==> config.mk <==
export PLATFORM = sky130hd
export DESIGN_NAME = rf_write_arbiter
export DESIGN_NICKNAME = d
export VERILOG_FILES = /design/src/rtl/rf_write_arbiter.sv
export SDC_FILE = /design/constraint.sdc
export NUM_CORES = 1
export LEC_CHECK = 0
export ABC_AREA = 1
export CORE_MARGIN = 2
export CORE_UTILIZATION = 35
export CTS_CLUSTER_DIAMETER = 80
export DETAILED_ROUTE_END_ITERATION = 8
export PLACE_DENSITY = 0.78
export SLEW_MARGIN = 20
export SYNTH_ARGS = -nofsm -noshare
export SYNTH_HDL_FRONTEND = slang
export SYNTH_SLANG_ARGS = --single-unit
==> constraint.sdc <==
create_clock -name i_clk -period 3.2 [get_ports i_clk]
set_input_delay 0.64 -clock i_clk [delete_from_list [all_inputs] [get_ports i_clk]]
set_output_delay 0.64 -clock i_clk [all_outputs]
set_load 0.05 [all_outputs]
==> src/rtl/rf_write_arbiter.sv <==
// Write-port arbiter for the register file: shares one write port between writeback (A) and a long-latency unit (B).
// Optional post-reset zero-fill of r1..r31 is built when RF_CLEAR_ON_RESET_EN is defined.
module rf_write_arbiter #(
  parameter int DATA_W       = 32,
  parameter int ADDR_W       = 5,
  parameter int STARVE_LIMIT = 4
) (
  input  logic              i_clk,
  input  logic              i_rst_n,
  input  logic              i_a_valid,
  input  logic [ADDR_W-1:0] i_a_addr,
  input  logic [DATA_W-1:0] i_a_data,
  output logic              o_a_ready,
  input  logic              i_b_valid,
  input  logic [ADDR_W-1:0] i_b_addr,
  input  logic [DATA_W-1:0] i_b_data,
  output logic              o_b_ready,
  output logic              o_rf_we,
  output logic [ADDR_W-1:0] o_rf_waddr,
  output logic [DATA_W-1:0] o_rf_wdata,
  output logic              o_busy
);

  localparam logic [3:0] LIMIT = 4'(STARVE_LIMIT);

  logic              in_run;
  logic              clr_active;
  logic              force_b;
  logic              a_fire;
  logic              b_fire;
  logic [3:0]        starve_cnt;
  logic              nxt_load;
  logic              nxt_we;
  logic [ADDR_W-1:0] nxt_addr;
  logic [DATA_W-1:0] nxt_data;

`ifdef RF_CLEAR_ON_RESET_EN
  typedef enum logic {CLEAR = 1'b0, RUN = 1'b1} state_t;

  state_t     state;
  logic [4:0] clr_addr;

  // Clear sequencer: walks r1..r31 once, then hands the port to the writers
  always_ff @(posedge i_clk or negedge i_rst_n) begin
    if (!i_rst_n) begin
      state    <= CLEAR;
      clr_addr <= 5'd1;
    end else begin
      case (state)
        CLEAR: begin
          if (clr_addr == 5'd31) begin
            state <= RUN;
          end else begin
            clr_addr <= clr_addr + 5'd1;
          end
        end
        RUN:     state <= RUN;
        default: state <= CLEAR;
      endcase
    end
  end

  assign clr_active = (state == CLEAR);
  assign in_run     = i_rst_n && (state == RUN);
  assign o_busy     = (state == CLEAR);
`else
  assign clr_active = 1'b0;
  assign in_run     = i_rst_n;
  assign o_busy     = 1'b0;
`endif

  // Handshake: A has priority unless B has been refused STARVE_LIMIT times in a row
  always_comb begin
    force_b   = 1'b0;
    o_a_ready = 1'b0;
    o_b_ready = 1'b0;
    if (in_run) begin
      force_b   = i_b_valid && (starve_cnt == LIMIT);
      o_a_ready = !force_b;
      o_b_ready = force_b || !i_a_valid;
    end else begin
      force_b   = 1'b0;
      o_a_ready = 1'b0;
      o_b_ready = 1'b0;
    end
    a_fire = i_a_valid && o_a_ready;
    b_fire = i_b_valid && o_b_ready && !a_fire;
  end

  // Starvation counter: counts consecutive refused B cycles, saturating at the limit
  always_ff @(posedge i_clk or negedge i_rst_n) begin
    if (!i_rst_n) begin
      starve_cnt <= 4'd0;
    end else if (!i_b_valid || b_fire) begin
      starve_cnt <= 4'd0;
    end else if (starve_cnt == LIMIT) begin
      starve_cnt <= LIMIT;
    end else begin
      starve_cnt <= starve_cnt + 4'd1;
    end
  end

  // Next write: clear traffic, then A, then B; r0 targets are swallowed
  always_comb begin
    nxt_load = 1'b0;
    nxt_we   = 1'b0;
    nxt_addr = i_a_addr;
    nxt_data = i_a_data;
    if (clr_active) begin
      nxt_load = 1'b1;
      nxt_we   = 1'b1;
`ifdef RF_CLEAR_ON_RESET_EN
      nxt_addr = ADDR_W'(clr_addr);
`else
      nxt_addr = {ADDR_W{1'b0}};
`endif
      nxt_data = {DATA_W{1'b0}};
    end else if (a_fire) begin
      nxt_load = 1'b1;
      nxt_we   = (i_a_addr != {ADDR_W{1'b0}});
      nxt_addr = i_a_addr;
      nxt_data = i_a_data;
    end else if (b_fire) begin
      nxt_load = 1'b1;
      nxt_we   = (i_b_addr != {ADDR_W{1'b0}});
      nxt_addr = i_b_addr;
      nxt_data = i_b_data;
    end else begin
      nxt_load = 1'b0;
      nxt_we   = 1'b0;
    end
  end

  // Output register: one-cycle pipeline into the register file write port
  always_ff @(posedge i_clk or negedge i_rst_n) begin
    if (!i_rst_n) begin
      o_rf_we    <= 1'b0;
      o_rf_waddr <= {ADDR_W{1'b0}};
      o_rf_wdata <= {DATA_W{1'b0}};
    end else begin
      o_rf_we <= nxt_we;
      if (nxt_load) begin
        o_rf_waddr <= nxt_addr;
        o_rf_wdata <= nxt_data;
      end else begin
        o_rf_waddr <= o_rf_waddr;
        o_rf_wdata <= o_rf_wdata;
      end
    end
  end

endmodule

Word level (Yosys, flattened, before mapping)
Cells that the tools add are included.
- $mul: 0
- mux-type cells: 12
- eq/ne operators: 1
- shift-type cells: 0
- bitwise operators: 0
- div/mod/pow operators: 0
- add/subtract/negate cells: 1
- order comparisons: 0
- reduce and logical (&&, ||, !) cells: 12
- operators by type and width (cell ; count):
    $mux 32 ; 2
    $mux 5 ; 2
    $reduce_bool 5->1 ; 2
    $mux 4 ; 2
    $mux 1 ; 6
    $add 4x1->4 const B ; 1
    $eq 4x3->1 const B ; 1
    $logic_and 1x1->1 ; 4
    $logic_not 1->1 ; 4
    $logic_or 1x1->1 ; 2
- bits in read-only memories: 0
- memory bits (writable): 0
- output and inout bits: 41
- memories kept: 0
- word-level logic and storage cells: 30
- bits in latches: 0
- bits in registers: 42

Longest topological paths before layout
- depth in word-level cells: 9
- mapped depth: 8
- mapped depth without buffers: 7

Worst setup path before layout
Ideal clock, no wire load.
- path type: input -> output
- start: input port i_b_valid
- end: output port o_b_ready
- required time: 2560 ps
- buffers on the path: 2
- setup slack: 957 ps
- arrival time: 1603 ps
- cell stages on the path: 4
- cell sequence: buf_4 nand4_2 buf_4 a21oi_2
- cells in the longest elaborated chain, start to end: 3
- RTL lines (element ; line ; text):
    from (decl) ; 14 ; input logic i_b_valid,
    $logic_and 1x1->1 ; 78 ; force_b = i_b_valid && (starve_cnt == LIMIT);
    $logic_or 1x1->1 ; 80 ; o_b_ready = force_b || !i_a_valid;
    $mux 1 ; 77 ; if (in_run) begin
    to (decl) ; 17 ; output logic o_b_ready,
No other way between the ends.

Final worst setup path
- start: register starve_cnt[0]
- end: output port o_b_ready
- cells in the longest elaborated chain, start to end: 4
- RTL lines (element ; line ; text):
    from (decl) ; 31 ; logic [3:0] starve_cnt;
    from (signal assigned) ; 99 ; starve_cnt <= starve_cnt + 4'd1;
    $eq 4x3->1 ; 78 ;
    $logic_and 1x1->1 ; 78 ;
    $logic_or 1x1->1 ; 80 ;
    $mux 1 ; 77 ;
No other way between the ends.

==> results.cfg <==
[status]
status = finished, final reports clean

[layout]
diodes = 0
layout_commonest_cell = clkdlybuf4s50_1
fillers = 532
num-nets-final = 434
final_cell_area_um2 = 3480
area_delta_synth_final_pct = 57.5
drive_gt1_share_pct = 6.20
mostFrequentLayoutCells = clkdlybuf4s50_1, nand4_1, nand2_1

[cts]
numClockSinks = 42
cts_hold_buffers = 0
cts-buffers-inserted = 5
clkSlewWorstSetupHoldPaths_ps = 80
cts.path.max_buffers = 2
htreeDepth = 2
clock_latency_ps = 290
cts_setup_buffers = 0
clockRootBuffer = clkbuf_8
cts_resized = 0
cts_tree = yes

[sta]
finalHoldViolCount = 0
worst_pin_slew_ps = 1010
setup_tns_ps = 0
rsz0062_at_grt = no
fin_crit_ps = 2740
drv_slew = 0
fin_crit_sh_pct = 85.6
fmax_mhz = 365
fin_skew_ps = 4.14
slew-limit-headroom_pct = 32.9
setup_violations = 0

[drt]
wl_met2_um = 3320
drt_wl_total_um = 7020
routed.top_layer = met4
wl_met1_um = 3140
avgViaCountPerCell = 5.57
wl_per_cell_um = 16.3
postRouteAntennaNets = 0
vias = 2395
wl_met3_um = 529
drc = 0
dr.pass1.iters = 4
drt_iter0_drc = 133

[grt]
grt_pass1_vias = 2368
overflow = 0
grt_first_pass_wirelength_um = 11500
antenna_found_initial = 0
grt_max_degree = 100
track_usage_pct = 20.2

[logic_synthesis]
synth.top_cell.area_share_pct = 47.6
postSynthAreaPerCell_um2 = 8.62
synth_top_area_cell = dfrtp_1
yosysSeqAreaShare_pct = 47.6
synth_cell_types = 23
synth_area_leaders = dfrtp_1, nand4_1, nand3_1
syn_inst = 256
synth_nets = 336
ys_warn_count = 0
synthesis.area_um2 = 2210
ys_ff_latch = 42

[floorplanning]
io_pins = 119
die_h_um = 83.4
initial_core_util_pct = 36.8
die_area_um2 = 6960
die_width_um = 83.4
core_um2 = 5990
placementRows = 28

[placement]
placed_cell_area_um2 = 3330
dp_hpwl_um = 4660
place_congestion = 0.760
io_buffers = 117

[flow_run]
maxCapViolCount = 0

[worst_setup_path]
endpoint_kind = primary output
crit_path_max_fanout = 21
crit_arrival_ps = 2100
worstPathRequired_ps = 2560
worstSetupPathType = reg -> out
startpoint_type = flop

[power_and_ir_drop]
ir_drop_mv = 0.235
leakage_nw = 1.47
cellPowerDensity_nw_per_um2 = 517

[min_path]
hp-class = in -> async
synthesized netlist by cell type, drive strengths merged:
cell / n
a21oi: 2
nor2: 7
xor2: 1
nand4: 75
dfrtp: 42
buf: 25
clkbuf: 6
nor3: 1
ha: 2
o211ai: 1
inv: 6
conb: 1
o21ai: 2
nand3: 40
nand2: 44
xnor2: 1
power by group:
part / internal (mW) / switching (mW)
logic: 0.244 / 0.398
registers: 0.598 / 0.0403
clock network: 0.333 / 0.186
total: 1.17 / 0.624
path summary, 6_finish.rpt:
path / cells after the start / end / startpoint / slack, ps
min reg2reg: 2 / o_rf_wdata[10] / o_rf_wdata[10] / 500
min: 1 / o_rf_wdata[1] / i_rst_n / 200
min in group i_clk: 2 / o_rf_wdata[10] / o_rf_wdata[10] / 500
max in group asynchronous: 2 / o_rf_wdata[10] / i_rst_n / 1730
max: 5 / o_b_ready / starve_cnt[0] / 460
max reg2reg: 6 / o_rf_wdata[9] / starve_cnt[0] / 730
area by class of cell:
| class | count | area [um^2] | share of cell area, % |
|---|---|---|---|
| clock buffers | 6 | 82.6 | 2.37 |
| clock inverters | 2 | 60.1 | 1.73 |
| inverters | 6 | 22.5 | 0.648 |
| multi-input cells | 177 | 963 | 27.7 |
| flip-flops and latches | 42 | 1050 | 30.2 |
| well taps | 75 | 93.8 | 2.70 |
| repair buffers | 122 | 1200 | 34.6 |
cell families (layout without fill, tap and decap cells):
kind of cell    after synthesis  in the layout  synth area share (%)
other cells                   1              1                 0.170
buf+inv                      37            136                  8.73
xor+xnor                      2              2                 0.794
fa+ha+maj                     2              2                  1.13
flops                        42             42                  47.6
simple gates                167            167                  39.6
compound gates                5              5                  1.93
through the flow:
step                      worst slack, ps  utilization (%)  power (mW)  hold WS [ps]  cells
after floorplan                       957                -        1.02           344    256
after global placement                808             55.7        1.28           477    422
after detailed placement              729             55.7        1.29           488    422
after CTS                             452             58.0        1.81           199    430
after global routing                  310             58.0        1.87           202    430
final                                 461             58.0        1.80           203    430
critical path, cell delays in order (launching register included):
cell	delay (ps)
dfrtp_1	420
inv_1	70
ha_1	210
nand4_2	530
a21oi_2	400
buf_12	170
flip-flops by register name, indices dropped and copies added, names as in the netlist:
name	flops
o_rf_we	1
o_rf_waddr	5
starve_cnt	4
o_rf_wdata	32
per-layer routing:
layer / GRT usage [%] / vias to the layer above
li1: - / 1132
met1: 26.6 / 1164
met2: 33.1 / 97
met3: 6.26 / 2
met4: 4.11 / 0
met5: 0 / -
Power figures use the tool's default switching activity.
